## config.mk

```make
export PLATFORM = sky130hd
export DESIGN_NAME = mem_access_unit
export DESIGN_NICKNAME = d
export VERILOG_FILES = /design/src/rtl/mem_access_unit_pkg.sv /design/src/rtl/mem_access_unit_lane_align.sv /design/src/rtl/mem_access_unit.sv
export SDC_FILE = /design/constraint.sdc
export NUM_CORES = 1
export LEC_CHECK = 0
export BUFFER_PORTS_ARGS = -buffer_cell sky130_fd_sc_hd__buf_2
export CAP_MARGIN = 20
export CORE_ASPECT_RATIO = 1.25
export CORE_UTILIZATION = 25
export CTS_CLUSTER_SIZE = 12
export DETAILED_ROUTE_END_ITERATION = 10
export PLACE_DENSITY = 0.45
export SYNTH_ARGS = -nofsm -noshare
export SYNTH_HDL_FRONTEND = slang
export SYNTH_SLANG_ARGS = --single-unit
```

## constraint.sdc

```tcl
create_clock -name clk -period 2.25 [get_ports clk]
set_clock_uncertainty 0.2 [all_clocks]
set_input_delay 0 -clock clk [delete_from_list [all_inputs] [get_ports clk]]
set_output_delay 0 -clock clk [all_outputs]
set_load 0.01 [all_outputs]
```

## src/rtl/mem_access_unit_pkg.sv

```systemverilog
// Shared definitions for the MEM-stage access engine: data-path widths,
// memory op codes, FSM states and op classification helpers.
package mem_access_unit_pkg;

    localparam int REG_BUS_W  = 32;
    localparam int REG_ADDR_W = 5;
    localparam int BUS_SEL_W  = 4;
    localparam int MEM_OP_W   = 4;

    typedef logic [REG_BUS_W-1:0]  reg_bus_t;
    typedef logic [REG_ADDR_W-1:0] reg_addr_bus_t;

    localparam logic          RST_ENABLE   = 1'b1;
    localparam reg_addr_bus_t REG_NOP_ADDR = '0;

    localparam logic [MEM_OP_W-1:0] MEM_OP_NONE = 4'd0;
    localparam logic [MEM_OP_W-1:0] MEM_OP_LB   = 4'd1;
    localparam logic [MEM_OP_W-1:0] MEM_OP_LBU  = 4'd2;
    localparam logic [MEM_OP_W-1:0] MEM_OP_LH   = 4'd3;
    localparam logic [MEM_OP_W-1:0] MEM_OP_LHU  = 4'd4;
    localparam logic [MEM_OP_W-1:0] MEM_OP_LW   = 4'd5;
    localparam logic [MEM_OP_W-1:0] MEM_OP_SB   = 4'd6;
    localparam logic [MEM_OP_W-1:0] MEM_OP_SH   = 4'd7;
    localparam logic [MEM_OP_W-1:0] MEM_OP_SW   = 4'd8;

    typedef enum logic [1:0] {
        ST_IDLE = 2'd0,
        ST_WAIT = 2'd1,
        ST_DONE = 2'd2
    } state_e;

    // Unassigned op codes fall outside this range and behave like NONE.
    function automatic logic is_mem_op(input logic [MEM_OP_W-1:0] op);
        return (op >= MEM_OP_LB) && (op <= MEM_OP_SW);
    endfunction

    function automatic logic is_store_op(input logic [MEM_OP_W-1:0] op);
        return (op == MEM_OP_SB) || (op == MEM_OP_SH) || (op == MEM_OP_SW);
    endfunction

endpackage

```

## src/rtl/mem_access_unit_lane_align.sv

```systemverilog
// Big-endian byte-lane steering: lane select, store replication, load
// extraction with sign/zero extension, and alignment check.
module mem_lane_align
    import mem_access_unit_pkg::*;
(
    input  logic [MEM_OP_W-1:0]  op,
    input  logic [1:0]           addr,
    input  logic [REG_BUS_W-1:0] sdata,
    input  logic [REG_BUS_W-1:0] rdata,
    output logic [BUS_SEL_W-1:0] sel,
    output logic [REG_BUS_W-1:0] wdata,
    output logic [REG_BUS_W-1:0] ldata,
    output logic                 misalign
);

    logic [7:0]  byte_v;
    logic [15:0] half_v;

    // Lane 0 (address offset 0) is the most significant byte on the bus.
    always_comb begin
        byte_v = rdata[31:24];
        case (addr)
            2'b00:   byte_v = rdata[31:24];
            2'b01:   byte_v = rdata[23:16];
            2'b10:   byte_v = rdata[15:8];
            default: byte_v = rdata[7:0];
        endcase
        half_v = addr[1] ? rdata[15:0] : rdata[31:16];
    end

    always_comb begin
        sel      = '0;
        wdata    = '0;
        ldata    = '0;
        misalign = 1'b0;
        case (op)
            MEM_OP_LB, MEM_OP_LBU, MEM_OP_SB: begin
                sel   = 4'b1000 >> addr;
                wdata = {4{sdata[7:0]}};
                ldata = (op == MEM_OP_LB) ? {{24{byte_v[7]}}, byte_v} : {24'h0, byte_v};
            end
            MEM_OP_LH, MEM_OP_LHU, MEM_OP_SH: begin
                sel      = addr[1] ? 4'b0011 : 4'b1100;
                wdata    = {2{sdata[15:0]}};
                ldata    = (op == MEM_OP_LH) ? {{16{half_v[15]}}, half_v} : {16'h0, half_v};
                misalign = addr[0];
            end
            MEM_OP_LW, MEM_OP_SW: begin
                sel      = 4'b1111;
                wdata    = sdata;
                ldata    = rdata;
                misalign = |addr;
            end
            default: begin
            end
        endcase
    end

endmodule

```

## src/rtl/mem_access_unit.sv

```systemverilog
// MEM-stage access engine: runs one req/ack bus transaction per aligned
// load/store, stalls the pipeline meanwhile, and feeds MEM/WB.
module mem_access_unit
    import mem_access_unit_pkg::*;
#(
    parameter int TIMEOUT = 255
) (
    input  logic                  clk,
    input  logic                  rst,
    input  logic [REG_ADDR_W-1:0] mem_wd,
    input  logic                  mem_wreg,
    input  logic [REG_BUS_W-1:0]  mem_wdata,
    input  logic [MEM_OP_W-1:0]   mem_op,
    input  logic [REG_BUS_W-1:0]  mem_addr,
    input  logic [REG_BUS_W-1:0]  mem_sdata,
    input  logic                  flush,
    output logic                  stall_req,
    output logic [REG_ADDR_W-1:0] wb_wd,
    output logic                  wb_wreg,
    output logic [REG_BUS_W-1:0]  wb_wdata,
    output logic                  excp_align,
    output logic                  bus_err,
    output logic                  bus_req,
    output logic                  bus_we,
    output logic [REG_BUS_W-1:0]  bus_addr,
    output logic [BUS_SEL_W-1:0]  bus_sel,
    output logic [REG_BUS_W-1:0]  bus_wdata,
    input  logic [REG_BUS_W-1:0]  bus_rdata,
    input  logic                  bus_ack
);

    localparam int CNT_W = (TIMEOUT > 1) ? $clog2(TIMEOUT) : 1;

    state_e               state_q, state_d;
    logic [CNT_W-1:0]     cnt_q, cnt_d;
    logic                 flush_flag_q, flush_flag_d;
    logic                 bus_req_q, bus_req_d;
    logic                 bus_we_q, bus_we_d;
    logic [REG_BUS_W-1:0] bus_addr_q, bus_addr_d;
    logic [BUS_SEL_W-1:0] bus_sel_q, bus_sel_d;
    logic [REG_BUS_W-1:0] bus_wdata_q, bus_wdata_d;
    logic                 bus_err_q, bus_err_d;
    logic [REG_BUS_W-1:0] load_data_q, load_data_d;

    logic [BUS_SEL_W-1:0] align_sel;
    logic [REG_BUS_W-1:0] align_wdata;
    logic [REG_BUS_W-1:0] align_ldata;
    logic                 align_misalign;
    logic                 op_is_mem;
    logic                 op_is_store;

    assign op_is_mem   = is_mem_op(mem_op);
    assign op_is_store = is_store_op(mem_op);

    mem_lane_align u_lane_align (
        .op       (mem_op),
        .addr     (mem_addr[1:0]),
        .sdata    (mem_sdata),
        .rdata    (bus_rdata),
        .sel      (align_sel),
        .wdata    (align_wdata),
        .ldata    (align_ldata),
        .misalign (align_misalign)
    );

    always_comb begin
        state_d      = state_q;
        cnt_d        = cnt_q;
        flush_flag_d = flush_flag_q;
        bus_req_d    = bus_req_q;
        bus_we_d     = bus_we_q;
        bus_addr_d   = bus_addr_q;
        bus_sel_d    = bus_sel_q;
        bus_wdata_d  = bus_wdata_q;
        bus_err_d    = 1'b0;
        load_data_d  = load_data_q;
        case (state_q)
            ST_IDLE: begin
                flush_flag_d = 1'b0;
                if (op_is_mem && !align_misalign && !flush) begin
                    state_d     = ST_WAIT;
                    cnt_d       = '0;
                    bus_req_d   = 1'b1;
                    bus_we_d    = op_is_store;
                    bus_addr_d  = {mem_addr[31:2], 2'b00};
                    bus_sel_d   = align_sel;
                    bus_wdata_d = align_wdata;
                end
            end
            // A flush here cannot cancel the bus cycle; it only blocks retirement.
            ST_WAIT: begin
                if (flush) begin
                    flush_flag_d = 1'b1;
                end
                if (bus_ack) begin
                    load_data_d = align_ldata;
                    bus_req_d   = 1'b0;
                    bus_we_d    = 1'b0;
                    state_d     = ST_DONE;
                end else if (cnt_q == CNT_W'(TIMEOUT - 1)) begin
                    bus_req_d    = 1'b0;
                    bus_we_d     = 1'b0;
                    bus_err_d    = 1'b1;
                    flush_flag_d = 1'b1;
                    state_d      = ST_DONE;
                end else begin
                    cnt_d = cnt_q + CNT_W'(1);
                end
            end
            ST_DONE: begin
                flush_flag_d = 1'b0;
                state_d      = ST_IDLE;
            end
            default: begin
                state_d = ST_IDLE;
            end
        endcase
    end

    always_ff @(posedge clk) begin
        if (rst == RST_ENABLE) begin
            state_q      <= ST_IDLE;
            cnt_q        <= '0;
            flush_flag_q <= 1'b0;
            bus_req_q    <= 1'b0;
            bus_we_q     <= 1'b0;
            bus_addr_q   <= '0;
            bus_sel_q    <= '0;
            bus_wdata_q  <= '0;
            bus_err_q    <= 1'b0;
            load_data_q  <= '0;
        end else begin
            state_q      <= state_d;
            cnt_q        <= cnt_d;
            flush_flag_q <= flush_flag_d;
            bus_req_q    <= bus_req_d;
            bus_we_q     <= bus_we_d;
            bus_addr_q   <= bus_addr_d;
            bus_sel_q    <= bus_sel_d;
            bus_wdata_q  <= bus_wdata_d;
            bus_err_q    <= bus_err_d;
            load_data_q  <= load_data_d;
        end
    end

    // Pipeline-facing outputs are combinational so ALU results see no extra latency.
    always_comb begin
        stall_req  = 1'b0;
        wb_wd      = REG_NOP_ADDR;
        wb_wreg    = 1'b0;
        wb_wdata   = '0;
        excp_align = 1'b0;
        if (rst != RST_ENABLE) begin
            case (state_q)
                ST_IDLE: begin
                    if (!op_is_mem) begin
                        wb_wd    = mem_wd;
                        wb_wreg  = mem_wreg && !flush;
                        wb_wdata = mem_wdata;
                    end else if (!flush) begin
                        excp_align = align_misalign;
                        stall_req  = !align_misalign;
                    end
                end
                ST_WAIT: begin
                    stall_req = 1'b1;
                end
                ST_DONE: begin
                    if (!op_is_store) begin
                        wb_wd    = mem_wd;
                        wb_wreg  = !flush_flag_q && !flush;
                        wb_wdata = load_data_q;
                    end
                end
                default: begin
                end
            endcase
        end
    end

    assign bus_req   = bus_req_q;
    assign bus_we    = bus_we_q;
    assign bus_addr  = bus_addr_q;
    assign bus_sel   = bus_sel_q;
    assign bus_wdata = bus_wdata_q;
    assign bus_err   = bus_err_q;

endmodule

```

# After elaboration in Yosys (flattened, before gate mapping)
# Cells that the tools add are included.
# Widths: inputs -> output; s select.
[totals] register_bits=112 in_bits=142 out_inout_bits=111 word_cells=105
[classes] add_sub_neg=1 magnitude_cmp=2 n_eq_ne=17 shift=1 mux=48 n_bitwise=1 n_reduce_logical=25
[op_table] cell="$pmux 32 s3" count=2
[op_table] cell="$mux 32" count=5
[op_table] cell="$pmux 32 s2" count=1
[op_table] cell="$mux 8" count=3
[op_table] cell="$pmux 8 s3" count=1
[op_table] cell="$mux 1" count=18
[op_table] cell="$eq 4x3->1 const B" count=4
[op_table] cell="$mux 16" count=1
[op_table] cell="$pmux 8 s2" count=1
[op_table] cell="$mux 5" count=3
[op_table] cell="$pmux 1 s2" count=6
[op_table] cell="$pmux 4 s3" count=1
[op_table] cell="$pmux 5 s2" count=1
[op_table] cell="$reduce_or 3->1" count=3
[op_table] cell="$add 8x1->8 const B" count=1
[op_table] cell="$eq 4x2->1 const B" count=2
[op_table] cell="$eq 8x8->1 const B" count=1
[op_table] cell="$mux 2" count=3
[op_table] cell="$ne 2x2->1 const B" count=3
[op_table] cell="$reduce_and 2->1" count=3
[op_table] cell="$reduce_or 2->1" count=3
[op_table] cell="$logic_and 1x1->1" count=5
[op_table] cell="$eq 2x1->1 const B" count=2
[op_table] cell="$eq 2x2->1 const B" count=2
[op_table] cell="15 further kinds" count=20

# Longest topological paths before layout
# Gate-level depths: netlist (run 1).
[logic_depth] word_depth=8 depth_mapped=9 mapped_depth_nobuf=7

# Hierarchy
# Synthesis (run 1) repeated with hierarchy kept, for this count alone.
[unflattened] cells_unflattened=764 area_unflattened_um2=5909.4
[by_module_without_submodules] mod="mem_access_unit" n_inst=1 cells_each=578 area_per_inst_um2=4550.6 seq_area_each_um2=2242.2
[by_module_without_submodules] mod="mem_lane_align" n_inst=1 cells_each=186 area_per_inst_um2=1358.8 seq_area_each_um2=0.0

# Least setup slack after synthesis (run 1)
# No wires, ideal clock.
[synth_path] path_kind="flip-flop to flip-flop" startpoint="register state_q[0]" endpoint="register bus_wdata_q[12] (netlist: bus_wdata[12])" setup_ns=0.132 t_arrival_ns=1.728 required_time_ns=1.918 path_slack_ns=0.190 path_stages_with_launch=9 n_path_buf=3 cell_sequence="dfxtp_1 -> buf_2 -> nor3_1 -> nand3_1 -> or4_1 -> buf_2 -> buf_2 -> a221oi_1 -> nor3_1"
[synth_via] elab_chain_cells=2
[synth_lines] item="start: declaration" line_no="mem_access_unit.sv:34" source="state_e state_q, state_d;"
[synth_lines] item="start signal: assignment" line_no="mem_access_unit.sv:133" source="state_q <= state_d;"
[synth_lines] item="$logic_not 2->1" line_no="mem_access_unit.sv:77" source="case (state_q)"
[synth_lines] item="$reduce_and 2->1 (no line)"
[synth_lines] item="end signal: assignment" line_no="mem_access_unit.sv:140" source="bus_wdata_q <= bus_wdata_d;"
[synth_lines] item="end: declaration" line_no="mem_access_unit.sv:41" source="logic [REG_BUS_W-1:0] bus_wdata_q, bus_wdata_d;"
# No other way between the ends.
# A chain may end at the register's enable or synchronous reset.

# Worst setup path after layout (run 1)
[layout_path] startpoint="register state_q[0]" endpoint="register load_data_q[10]"
[layout_via] elab_chain_cells=2
[layout_lines] item="$eq 2x1->1" line_no="mem_access_unit.sv:77"
[layout_lines] item="$reduce_and 2->1 (no line)"
[layout_lines] item="end signal: assignment" line_no="mem_access_unit.sv:142" source="load_data_q <= load_data_d;"
[layout_lines] item="end: declaration" line_no="mem_access_unit.sv:43" source="logic [REG_BUS_W-1:0] load_data_q, load_data_d;"
# No other way between the ends.

==> results.sh, run 1 <==
export IMPL_antenna_found_initial=2
export IMPL_final_common_cell="buf_2"
export IMPL_hold_worst_slack_ns=0.0842
export IMPL_p_leak_nw=3.80
export IMPL_cts_sinks=112
export IMPL_drt_wirelength_per_cell_microns=16.7
export IMPL_cts_tree="done"
export IMPL_met2_length_mm=10.3
export IMPL_grt_max_degree=79
export IMPL_die_area_sq_um=22700
export IMPL_cp_data_arrival_time_ns=2.24
export IMPL_syn2layout_area_growth_pct=56.0
export IMPL_stdcell_area_sq_um=8600
export IMPL_clk_latency_ns=0.36
export IMPL_antenna_left=0
export IMPL_async_flop_share=0
export IMPL_cp_end_kind="flop"
export IMPL_ys_ff_latch=112
export IMPL_top_layer="met5"
export IMPL_cts_max_level=3
export IMPL_dpl_instance_area_sq_um=7140
export IMPL_maxSlewViolCount=0
export IMPL_hpwl_mm=15.2
export IMPL_via_per_inst=4.93
export IMPL_drc_errors=0
export IMPL_cts_inserted_buffers=9
export IMPL_slew_limit_headroom=0.323
export IMPL_syn_area_sq_um=5510
export IMPL_cp_required_ns=2.35
export IMPL_rsz0062_at_grt="no"
export IMPL_hold_viol=0
export IMPL_cts_max_path_buffers=2
export IMPL_grt_pass1_vias=6218
export IMPL_critPathKind="flop to flop"
export IMPL_drv_cap=0
export IMPL_p_per_area_nw_per_um2=571
export IMPL_synthTopCellsByArea="dfxtp_1 (41%), nand2_1 (5.9%), a21oi_1 (5.5%), nor2_1 (5.3%), a22oi_1 (4.9%)"
export IMPL_ys_seq_area_frac=0.407
export IMPL_grt_pass1_wl_mm=33.4
export IMPL_die_y_microns=168
export IMPL_drive_above_1_share=0.337
export IMPL_status="completed"
export IMPL_setup_violations=0
export IMPL_synthCells=666
export IMPL_yosys_most_used_dff="dfxtp_1"
export IMPL_dr_wl_met3_mm=1.75
export IMPL_power_mw=4.91
export IMPL_yosysWarnings=0
export IMPL_post_route_period_util=0.952
export IMPL_ir_drop_mv=0.389
export IMPL_fmax_ghz=0.467
export IMPL_pin_count=253
export IMPL_track_usage=0.187
export IMPL_gp_congestion=0.756
export IMPL_final_nets=1150
export IMPL_synth_top_area_frac=0.407
export IMPL_synth_edf_count=0
export IMPL_synth_top_area_cell="dfxtp_1"
export IMPL_dr_pass1_iters=5
export IMPL_final_util=0.399
export IMPL_fp_dieW_microns=135
export IMPL_crit_fanout=7
export IMPL_syn_area_per_cell_sq_um=8.28
export IMPL_synth_distinct_cells=58
export IMPL_grt_overflow=0
export IMPL_io_buffers=250
export IMPL_design_core_area_sq_um=21500
export IMPL_hp_class="primary input to output port"
export IMPL_worst_pin_slew_ns=1.02
export IMPL_rows=60
export IMPL_floorplan_initialDensity=0.256
export IMPL_cts_root_buf="clkbuf_16"
export IMPL_clk_pin_slew_worst_paths_ns=0.09
export IMPL_period_needed_ns=2.14
export IMPL_routed_wl_mm=21.6
export IMPL_finalSetupTns_ns=0
export IMPL_vias=6369
export IMPL_m1WireLength_mm=9.28
export IMPL_first_iter_violations=349
export IMPL_layout_common_cells="buf_2 (250), dfxtp_1 (112), dlygate4sd3_1 (101), nand2_1 (85), nor2_1 (77)"
export IMPL_worstSetupStartpointType="flop"
[logic make-up (layout without fill, tap and decap cells)]
group / after synthesis / count (layout) / synth area share
AND/OR/NAND/NOR: 247 / 247 / 0.208
AO/OA/AOI/OAI: 225 / 225 / 0.297
flip-flops: 112 / 112 / 0.407
buffers and inverters: 69 / 413 / 0.0608
multiplexers: 8 / 8 / 0.0184
adder cells (fa/ha/maj): 4 / 4 / 0.00817
other: 1 / 3 / 0.000680
[path summary, 6_finish.rpt]
check,from,end,slack (ns),cells past startpoint
setup / recovery,state_q[0]$_SDFFE_PP0P_,load_data_q[10]$_SDFFE_PP0P_,0.11,9
hold / removal,mem_wd[3],wb_wd[3],0.08,3
setup reg to reg,state_q[0]$_SDFFE_PP0P_,load_data_q[10]$_SDFFE_PP0P_,0.11,9
hold reg to reg,bus_wdata[1]$_SDFFE_PP0P_,bus_wdata[1]$_SDFFE_PP0P_,0.26,2
[synthesized netlist by cell type (3+ instances only)]
master,number
a221oi_1,17
or2_2,4
dfxtp_1,112
clkbuf_1,24
o22ai_1,7
a221o_1,7
and3_1,3
nor3_1,26
nor2b_1,3
buf_2,30
nand2b_1,5
and2_1,6
o21ai_0,11
buf_6,3
a32o_1,7
a22o_1,16
a21oi_1,61
o21a_1,4
nand2_1,86
inv_1,6
a222oi_1,9
buf_4,4
a22oi_1,36
a21o_1,16
a31oi_1,5
a2bb2oi_1,8
a211oi_1,12
nand3_1,18
nor2_1,78
mux2_2,7
[stage by stage]
| stage | std cells | worst slack (ns) |
|---|---|---|
| 2_1_floorplan | 667 | 0.190 |
| 6_report | 1291 | 0.109 |
| 3_3_place_gp | 1170 | 0.0919 |
| 3_5_place_dp | 1170 | 0.0848 |
| 5_1_grt | 1290 | 0.00240 |
| 4_1_cts | 1287 | 0.00476 |
[where the power goes]
group	leakage, nW	internal, mW	switching, mW
Sequential	0.911	2.07	0.0440
Combinational	2.74	0.527	0.582
Clock	0.151	0.801	0.884
Total	3.80	3.40	1.51
[critical path: stages (launching register included)]
cell and delay [ns]:
dfxtp_1 0.38, buf_6 0.15, nand2b_1 0.08, buf_4 0.16
nor2_4 0.10, buf_6 0.14, nand2_1 0.05, a2bb2oi_1 0.12
o22ai_1 0.14, dlygate4sd3_1 0.56
[timing repair]
item | CTS | global route
endpoints found under the setup margin | 0 | 76
hold buffers | 101 | 0
hold endpoints to repair | 101 | 0
resized for setup | 0 | 14
setup buffers | 0 | 1
[flip-flops by register name (all words and copies together), names as in the netlist]
signal / flops
bus_sel: 4
bus_wdata: 32
cnt_q: 8
load_data_q: 32
flush_flag_q: 1
bus_err: 1
bus_addr: 30
bus_we: 1
state_q: 2
bus_req: 1
[area by class of cell]
cell class / count / area (sq um)
Antenna cell: 1 / 2.50
Clock buffer: 9 / 225
Clock inverter: 7 / 86.3
Fill cell: 2245 / 12900
Inverter: 6 / 22.5
Multi-Input combinational cell: 486 / 3030
Sequential cell: 112 / 2240
Tap cell: 279 / 349
Timing Repair Buffer: 391 / 2650
[per-layer routing]
layer  vias to the layer above  GRT usage
met5                         -          0
met4                         2     0.0479
met3                        16     0.0482
met2                       261      0.318
met1                      2958      0.232
li1                       3132          -
No activity file was read; power rests on OpenSTA's default activity.
==> inputs of run 2 (changes only) <==
--- a/config.mk
+++ b/config.mk
@@ -11,6 +11,8 @@
 export CORE_UTILIZATION = 25
 export CTS_CLUSTER_SIZE = 12
 export DETAILED_ROUTE_END_ITERATION = 10
+export GPL_TIMING_DRIVEN = 1
+export HOLD_SLACK_MARGIN = 0.15
 export PLACE_DENSITY = 0.45
 export SYNTH_ARGS = -nofsm -noshare
 export SYNTH_HDL_FRONTEND = slang
==> constraint.sdc (replaced) <==
create_clock -name clk -period 2.6 [get_ports clk]
set_clock_uncertainty 0.2 [all_clocks]
set_input_delay 0 -clock clk [delete_from_list [all_inputs] [get_ports clk]]
set_output_delay 0 -clock clk [all_outputs]
set_load 0.01 [all_outputs]
==> run 2 against run 1 <==
Net effect:
- clock power decreased by 12%
- final area increased by 1.1%
- critical path depth decreased by 1
- worst setup slack improved by 0.048 ns
- sequential share of layout area decreased by 0.29 points
- first-iteration DRC count decreased by 11%
- count of clock-buffer cells in the layout unchanged
- combinational power decreased by 14%
- register-to-register slack improved by 0.11 ns
- routed wire length decreased by 1.4%
- flip-flop and latch count unchanged
- die area unchanged
- critical path type is now primary input to flop
- largest cell class unchanged
- largest power group unchanged
- highest routed layer unchanged
==> results.sh, run 2 (same netlist as run 1, synthesis figures left out) <==
export IMPL_status="completed"
export IMPL_crit_chain="buf_2, dlygate4sd3_1, o31ai_2, nand3_1, or4_2, buf_12, a221oi_1, nor3_1"
export IMPL_design_core_area_sq_um=21500
export IMPL_dp_slack_ns=0.251
export IMPL_layout_setup_ws_ns=0.157
export IMPL_pin_count=253
export IMPL_first_iter_violations=309
export IMPL_clk_latency_ns=0.36
export IMPL_grt_pass1_wl_mm=33.3
export IMPL_crit_family="buffers and inverters"
export IMPL_hold_path_endpoint="wb_wdata[19]"
export IMPL_min_from="mem_wdata[19]"
export IMPL_routed_wl_mm=21.3
export IMPL_stdcell_area_sq_um=8690
export IMPL_floorplan_initialDensity=0.256
export IMPL_hold_viol=0
export IMPL_track_usage=0.186
export IMPL_cts_tree="done"
export IMPL_worstSetupStartpointType="primary input"
export IMPL_via_per_inst=4.84
export IMPL_rr_endpoint="bus_wdata[13]$_SDFFE_PP0P_"
export IMPL_dr_pass1_iters=8
export IMPL_finalSetupTns_ns=0
export IMPL_hpwl_mm=15.0
export IMPL_cts_max_level=3
export IMPL_holdPathStages=4
export IMPL_p_per_area_nw_per_um2=491
export IMPL_period_needed_ns=2.44
export IMPL_worst_r2r_cell_count=6
export IMPL_final_nets=1164
export IMPL_cp_required_ns=2.62
export IMPL_rows=60
export IMPL_post_route_period_util=0.940
export IMPL_vias=6315
export IMPL_cts_max_path_buffers=2
export IMPL_grt_max_degree=70
export IMPL_grt_pass1_vias=6287
export IMPL_fmax_ghz=0.409
export IMPL_cts_inserted_buffers=9
export IMPL_r2r_slack_ns=0.22
export IMPL_drive_above_1_share=0.318
export IMPL_drc_errors=0
export IMPL_die_area_sq_um=22700
export IMPL_fillerInstances=2195
export IMPL_ir_drop_mv=0.429
export IMPL_cp_end_kind="flop"
export IMPL_drv_cap=0
export IMPL_drt_wirelength_per_cell_microns=16.3
export IMPL_rsz0062_at_grt="no"
export IMPL_antenna_found_initial=2
export IMPL_grt_overflow=0
export IMPL_p_leak_nw=3.83
export IMPL_setup_violations=0
export IMPL_layout_common_cells="buf_2 (250), dlygate4sd3_1 (124), dfxtp_1 (112), nand2_1 (86), nor2_1 (78)"
export IMPL_critPathKind="primary input to flop"
export IMPL_slew_limit_headroom=0.337
export IMPL_die_y_microns=168
export IMPL_io_buffers=250
export IMPL_maxSlewViolCount=0
export IMPL_cts_sinks=112
export IMPL_power_mw=4.27
export IMPL_antenna_left=0
export IMPL_hp_class="primary input to output port"
export IMPL_final_common_cell="buf_2"
export IMPL_worst_pin_slew_ns=0.995
export IMPL_seqCellArea_sq_um=2240
export IMPL_critPathMaxStageDelay_ns=0.65
export IMPL_syn2layout_area_growth_pct=57.7
export IMPL_fp_dieW_microns=135
export IMPL_cts_root_buf="clkbuf_16"
export IMPL_hold_worst_slack_ns=0.148
export IMPL_slowest_stage="or4_2"
export IMPL_multi_input_area_sq_um=2970
export IMPL_dpl_instance_area_sq_um=7090
export IMPL_gp_congestion=0.767
export IMPL_crit_buf_inv=3
export IMPL_cp_data_arrival_time_ns=2.46
export IMPL_crit_fanout=54
export IMPL_r2r_start="state_q[0]$_SDFFE_PP0P_"
export IMPL_clk_pin_slew_worst_paths_ns=0.08
## run 2: cell count changes in the layout (fill, tap and decap cells not counted), moves of 3 or more
| cell | previous run | this run |
|---|---|---|
| a221oi_1 | 14 | 17 |
| a221oi_2 | 3 | 0 |
| buf_4 | 33 | 25 |
| dlygate4sd3_1 | 101 | 124 |
| inv_8 | 1 | 5 |
## run 2: metal layers
metal  up-vias  share of wire  track usage
met2       248           0.48        0.325
met3        22          0.076       0.0464
li1       3162              -            -
met4         2          0.015       0.0508
met5         -        0.00042            0
met1      2881           0.43        0.224
## run 2: worst max path at each step
| stage | cells after the start | startpoint | endpoint | slack (ns) |
|---|---|---|---|---|
| after floorplan | 8 | state_q[0]$_SDFFE_PP0P_ | bus_wdata[12]$_SDFFE_PP0P_ | 0.54 |
| after global placement | 6 | state_q[0]$_SDFFE_PP0P_ | bus_wdata[23]$_SDFFE_PP0P_ | 0.25 |
| after detailed placement | 6 | state_q[0]$_SDFFE_PP0P_ | bus_wdata[9]$_SDFFE_PP0P_ | 0.25 |
| after CTS | 8 | mem_op[2] | bus_wdata[0]$_SDFFE_PP0P_ | 0.07 |
| after global routing | 7 | mem_op[2] | load_data_q[6]$_SDFFE_PP0P_ | 0.04 |
| final | 8 | mem_op[2] | bus_wdata[13]$_SDFFE_PP0P_ | 0.16 |
## run 2: final cells by class
type | instances | share of cell area
Antenna cell | 1 | 0.000288
Clock buffer | 9 | 0.0259
Clock inverter | 7 | 0.0102
Inverter | 6 | 0.00259
Multi-Input combinational cell | 486 | 0.341
Sequential cell | 112 | 0.258
Tap cell | 279 | 0.0401
Timing Repair Buffer | 405 | 0.321
## run 2: worst min-delay path: stages
cell	delay (ns)
buf_2	0.07
a22oi_1	0.07
nor2_1	0.08
buf_2	0.13
## run 2: per-stage QoR
step	util	instances
finish	0.404	1305
global route	0.403	1304
CTS	0.401	1300
detailed placement	0.329	1160
global placement	0.329	1160
floorplan	-	667
## run 2: report_power, final
group          total (mW)  switching, mW  internal (mW)  leakage [nW]
combinational       0.954          0.491          0.464          2.77
sequential           1.83         0.0403           1.79         0.911
clock                1.48          0.778          0.704         0.155
## run 2: what timing repair did
item | CTS | global route
setup buffers | 0 | 2
gates resized for setup | 0 | 1
hold buffers | 124 | 0
hold endpoints to repair | 126 | 0
endpoints found under the setup margin | 0 | 4
==> inputs of run 3 (changes only) <==
==> constraint.sdc (replaced) <==
create_clock -name clk -period 2.8 [get_ports clk]
set_clock_uncertainty 0.2 [all_clocks]
set_input_delay 0 -clock clk [delete_from_list [all_inputs] [get_ports clk]]
set_output_delay 0 -clock clk [all_outputs]
set_load 0.01 [all_outputs]
==> run 3 against run 2 <==
Net effect:
- hold slack worse by 0.019 ns
- first-iteration DRC count is 28% higher
- non-clock buffer count up 3
- worst setup slack better by 0.060 ns
- clock power decreased by 11%
- die area unchanged
- register-to-register slack better by 0.02 ns
- global-route usage fell by 0.16 points
- count of clock-buffer cells in the layout unchanged
- combinational power is 8.9% lower
- sequential power is 7% lower
- final area about the same
==> results.sh, run 3 (same netlist as run 1, synthesis figures left out) <==
export IMPL_status="completed"
export IMPL_dp_slack_ns=0.230
export IMPL_post_route_period_util=0.923
export IMPL_antenna_found_initial=1
export IMPL_worst_pin_slew_ns=1.01
export IMPL_grt_pass1_wl_mm=33.0
export IMPL_drv_cap=0
export IMPL_worstSetupStartpointType="primary input"
export IMPL_period_needed_ns=2.58
export IMPL_met2_length_mm=10.1
export IMPL_m1WireLength_mm=9.28
export IMPL_crit_fanout=14
export IMPL_clk_pin_slew_worst_paths_ns=0.08
export IMPL_final_nets=1167
export IMPL_hp_class="primary input to flop"
export IMPL_layout_setup_ws_ns=0.217
export IMPL_fillerInstances=2258
export IMPL_slowest_stage="dlygate4sd3_1"
export IMPL_cp_data_arrival_time_ns=2.63
export IMPL_setup_worst_path_start="mem_addr[1]"
export IMPL_first_iter_violations=394
export IMPL_p_leak_nw=3.83
export IMPL_die_y_microns=168
export IMPL_min_from="mem_op[1]"
export IMPL_drt_wirelength_per_cell_microns=16.3
export IMPL_hpwl_mm=14.9
export IMPL_io_buffers=250
export IMPL_crit_buf_inv=4
export IMPL_grt_pass1_vias=6235
export IMPL_cts_root_buf="clkbuf_16"
export IMPL_design_core_area_sq_um=21500
export IMPL_layout_common_cells="buf_2 (250), dlygate4sd3_1 (134), dfxtp_1 (112), nand2_1 (86), nor2_1 (78)"
export IMPL_hold_worst_slack_ns=0.129
export IMPL_critPathMaxStageDelay_ns=0.57
export IMPL_crit_family="buffers and inverters"
export IMPL_cts_max_path_buffers=2
export IMPL_dr_wl_met3_mm=1.65
export IMPL_cts_inserted_buffers=9
export IMPL_cts_tree="done"
export IMPL_finalSetupTns_ns=0
export IMPL_ir_drop_mv=0.274
export IMPL_via_per_inst=4.89
export IMPL_p_per_area_nw_per_um2=447
export IMPL_routed_wl_mm=21.3
export IMPL_vias=6394
export IMPL_cts_max_level=3
export IMPL_track_usage=0.185
export IMPL_grt_max_degree=79
export IMPL_cts_sinks=112
export IMPL_crit_chain="dlygate4sd3_1, buf_2, buf_4, or2_2, a2bb2oi_1, o21a_1, a2bb2oi_1, o22ai_1, dlygate4sd3_1"
export IMPL_cp_end_kind="flop"
export IMPL_cp_required_ns=2.85
export IMPL_die_area_sq_um=22700
export IMPL_rows=60
export IMPL_slew_limit_headroom=0.324
export IMPL_clk_latency_ns=0.36
export IMPL_rsz0062_at_grt="no"
export IMPL_fmax_ghz=0.387
export IMPL_gp_congestion=0.749
export IMPL_dr_pass1_iters=5
export IMPL_drive_above_1_share=0.309
export IMPL_top_layer="met4"
export IMPL_setup_violations=0
export IMPL_antenna_left=0
export IMPL_hold_viol=0
export IMPL_maxSlewViolCount=0
export IMPL_floorplan_initialDensity=0.256
export IMPL_final_common_cell="buf_2"
export IMPL_r2r_start="state_q[1]$_SDFFE_PP0P_"
export IMPL_grt_overflow=0
export IMPL_pin_count=253
export IMPL_drc_errors=0
export IMPL_fp_dieW_microns=135
export IMPL_syn2layout_area_growth_pct=57.8
export IMPL_critPathKind="primary input to flop"
==> run 3: cell count changes in the layout (fill, tap and decap cells not counted) <==
| cell | previous run | this run |
|---|---|---|
| nor4_4 | 1 | 2 |
| nor3b_4 | 0 | 1 |
| nor4b_2 | 3 | 2 |
| clkinvlp_4 | 0 | 1 |
| clkinv_8 | 2 | 1 |
| dlygate4sd3_1 | 124 | 134 |
| nor4b_1 | 0 | 1 |
| clkinv_4 | 0 | 1 |
| inv_8 | 5 | 2 |
| buf_12 | 5 | 2 |
| nor3b_2 | 1 | 0 |
| inv_6 | 0 | 2 |
| buf_4 | 25 | 21 |
| nor4_2 | 1 | 0 |
==> run 3: metrics by stage <==
step / cell area [sq um] / utilization / total power, mW / cells
2_1_floorplan: 5520 / - / 2.15 / 667
5_1_grt: 8690 / 0.404 / 4.10 / 1307
4_1_cts: 8630 / 0.401 / 3.94 / 1302
6_report: 8700 / 0.404 / 3.88 / 1308
3_3_place_gp: 7010 / 0.325 / 2.47 / 1154
3_5_place_dp: 7010 / 0.325 / 2.47 / 1154
==> run 3: report_power, final <==
| group | total, mW | switching [mW] | internal [mW] |
|---|---|---|---|
| clock | 1.32 | 0.681 | 0.634 |
| combinational | 0.869 | 0.452 | 0.417 |
| sequential | 1.70 | 0.0374 | 1.66 |
| total | 3.88 | 1.17 | 2.71 |
==> run 3: final timing paths <==
check / to / slack [ns] / depth (start not counted)
max: load_data_q[11]$_SDFFE_PP0P_ / 0.22 / 9
min: bus_wdata[2]$_SDFFE_PP0P_ / 0.13 / 5
max reg2reg: load_data_q[20]$_SDFFE_PP0P_ / 0.24 / 5
min reg2reg: bus_wdata[0]$_SDFFE_PP0P_ / 0.25 / 2
==> run 3: area by class of cell <==
type,count,area [sq um],area share
multi-input combinational,486,2980,0.342
timing repair buffer,408,2810,0.323
sequential,112,2240,0.258
tap,279,349,0.0401
clock buffer,9,225,0.0259
clock inverter,7,72.6,0.00834
inverter,6,22.5,0.00259
antenna,1,2.50,0.000288
==> run 3: repair_timing <==
item	in CTS	in global routing
hold buffers	132	2
hold endpoints to repair	120	1
gates resized for setup	0	2
buffers inserted	0	2
setup endpoints to repair	0	24
==> run 3: worst min-delay path: stages <==
cell	delay, ns
buf_2	0.18
o31ai_2	0.08
and2_4	0.19
nand3_1	0.12
a21oi_1	0.07
==> run 3: layer usage <==
layer,GRT usage,up-vias
li1,-,3169
met2,0.319,245
met1,0.227,2961
met5,0,-
met3,0.0464,19
met4,0.0435,0
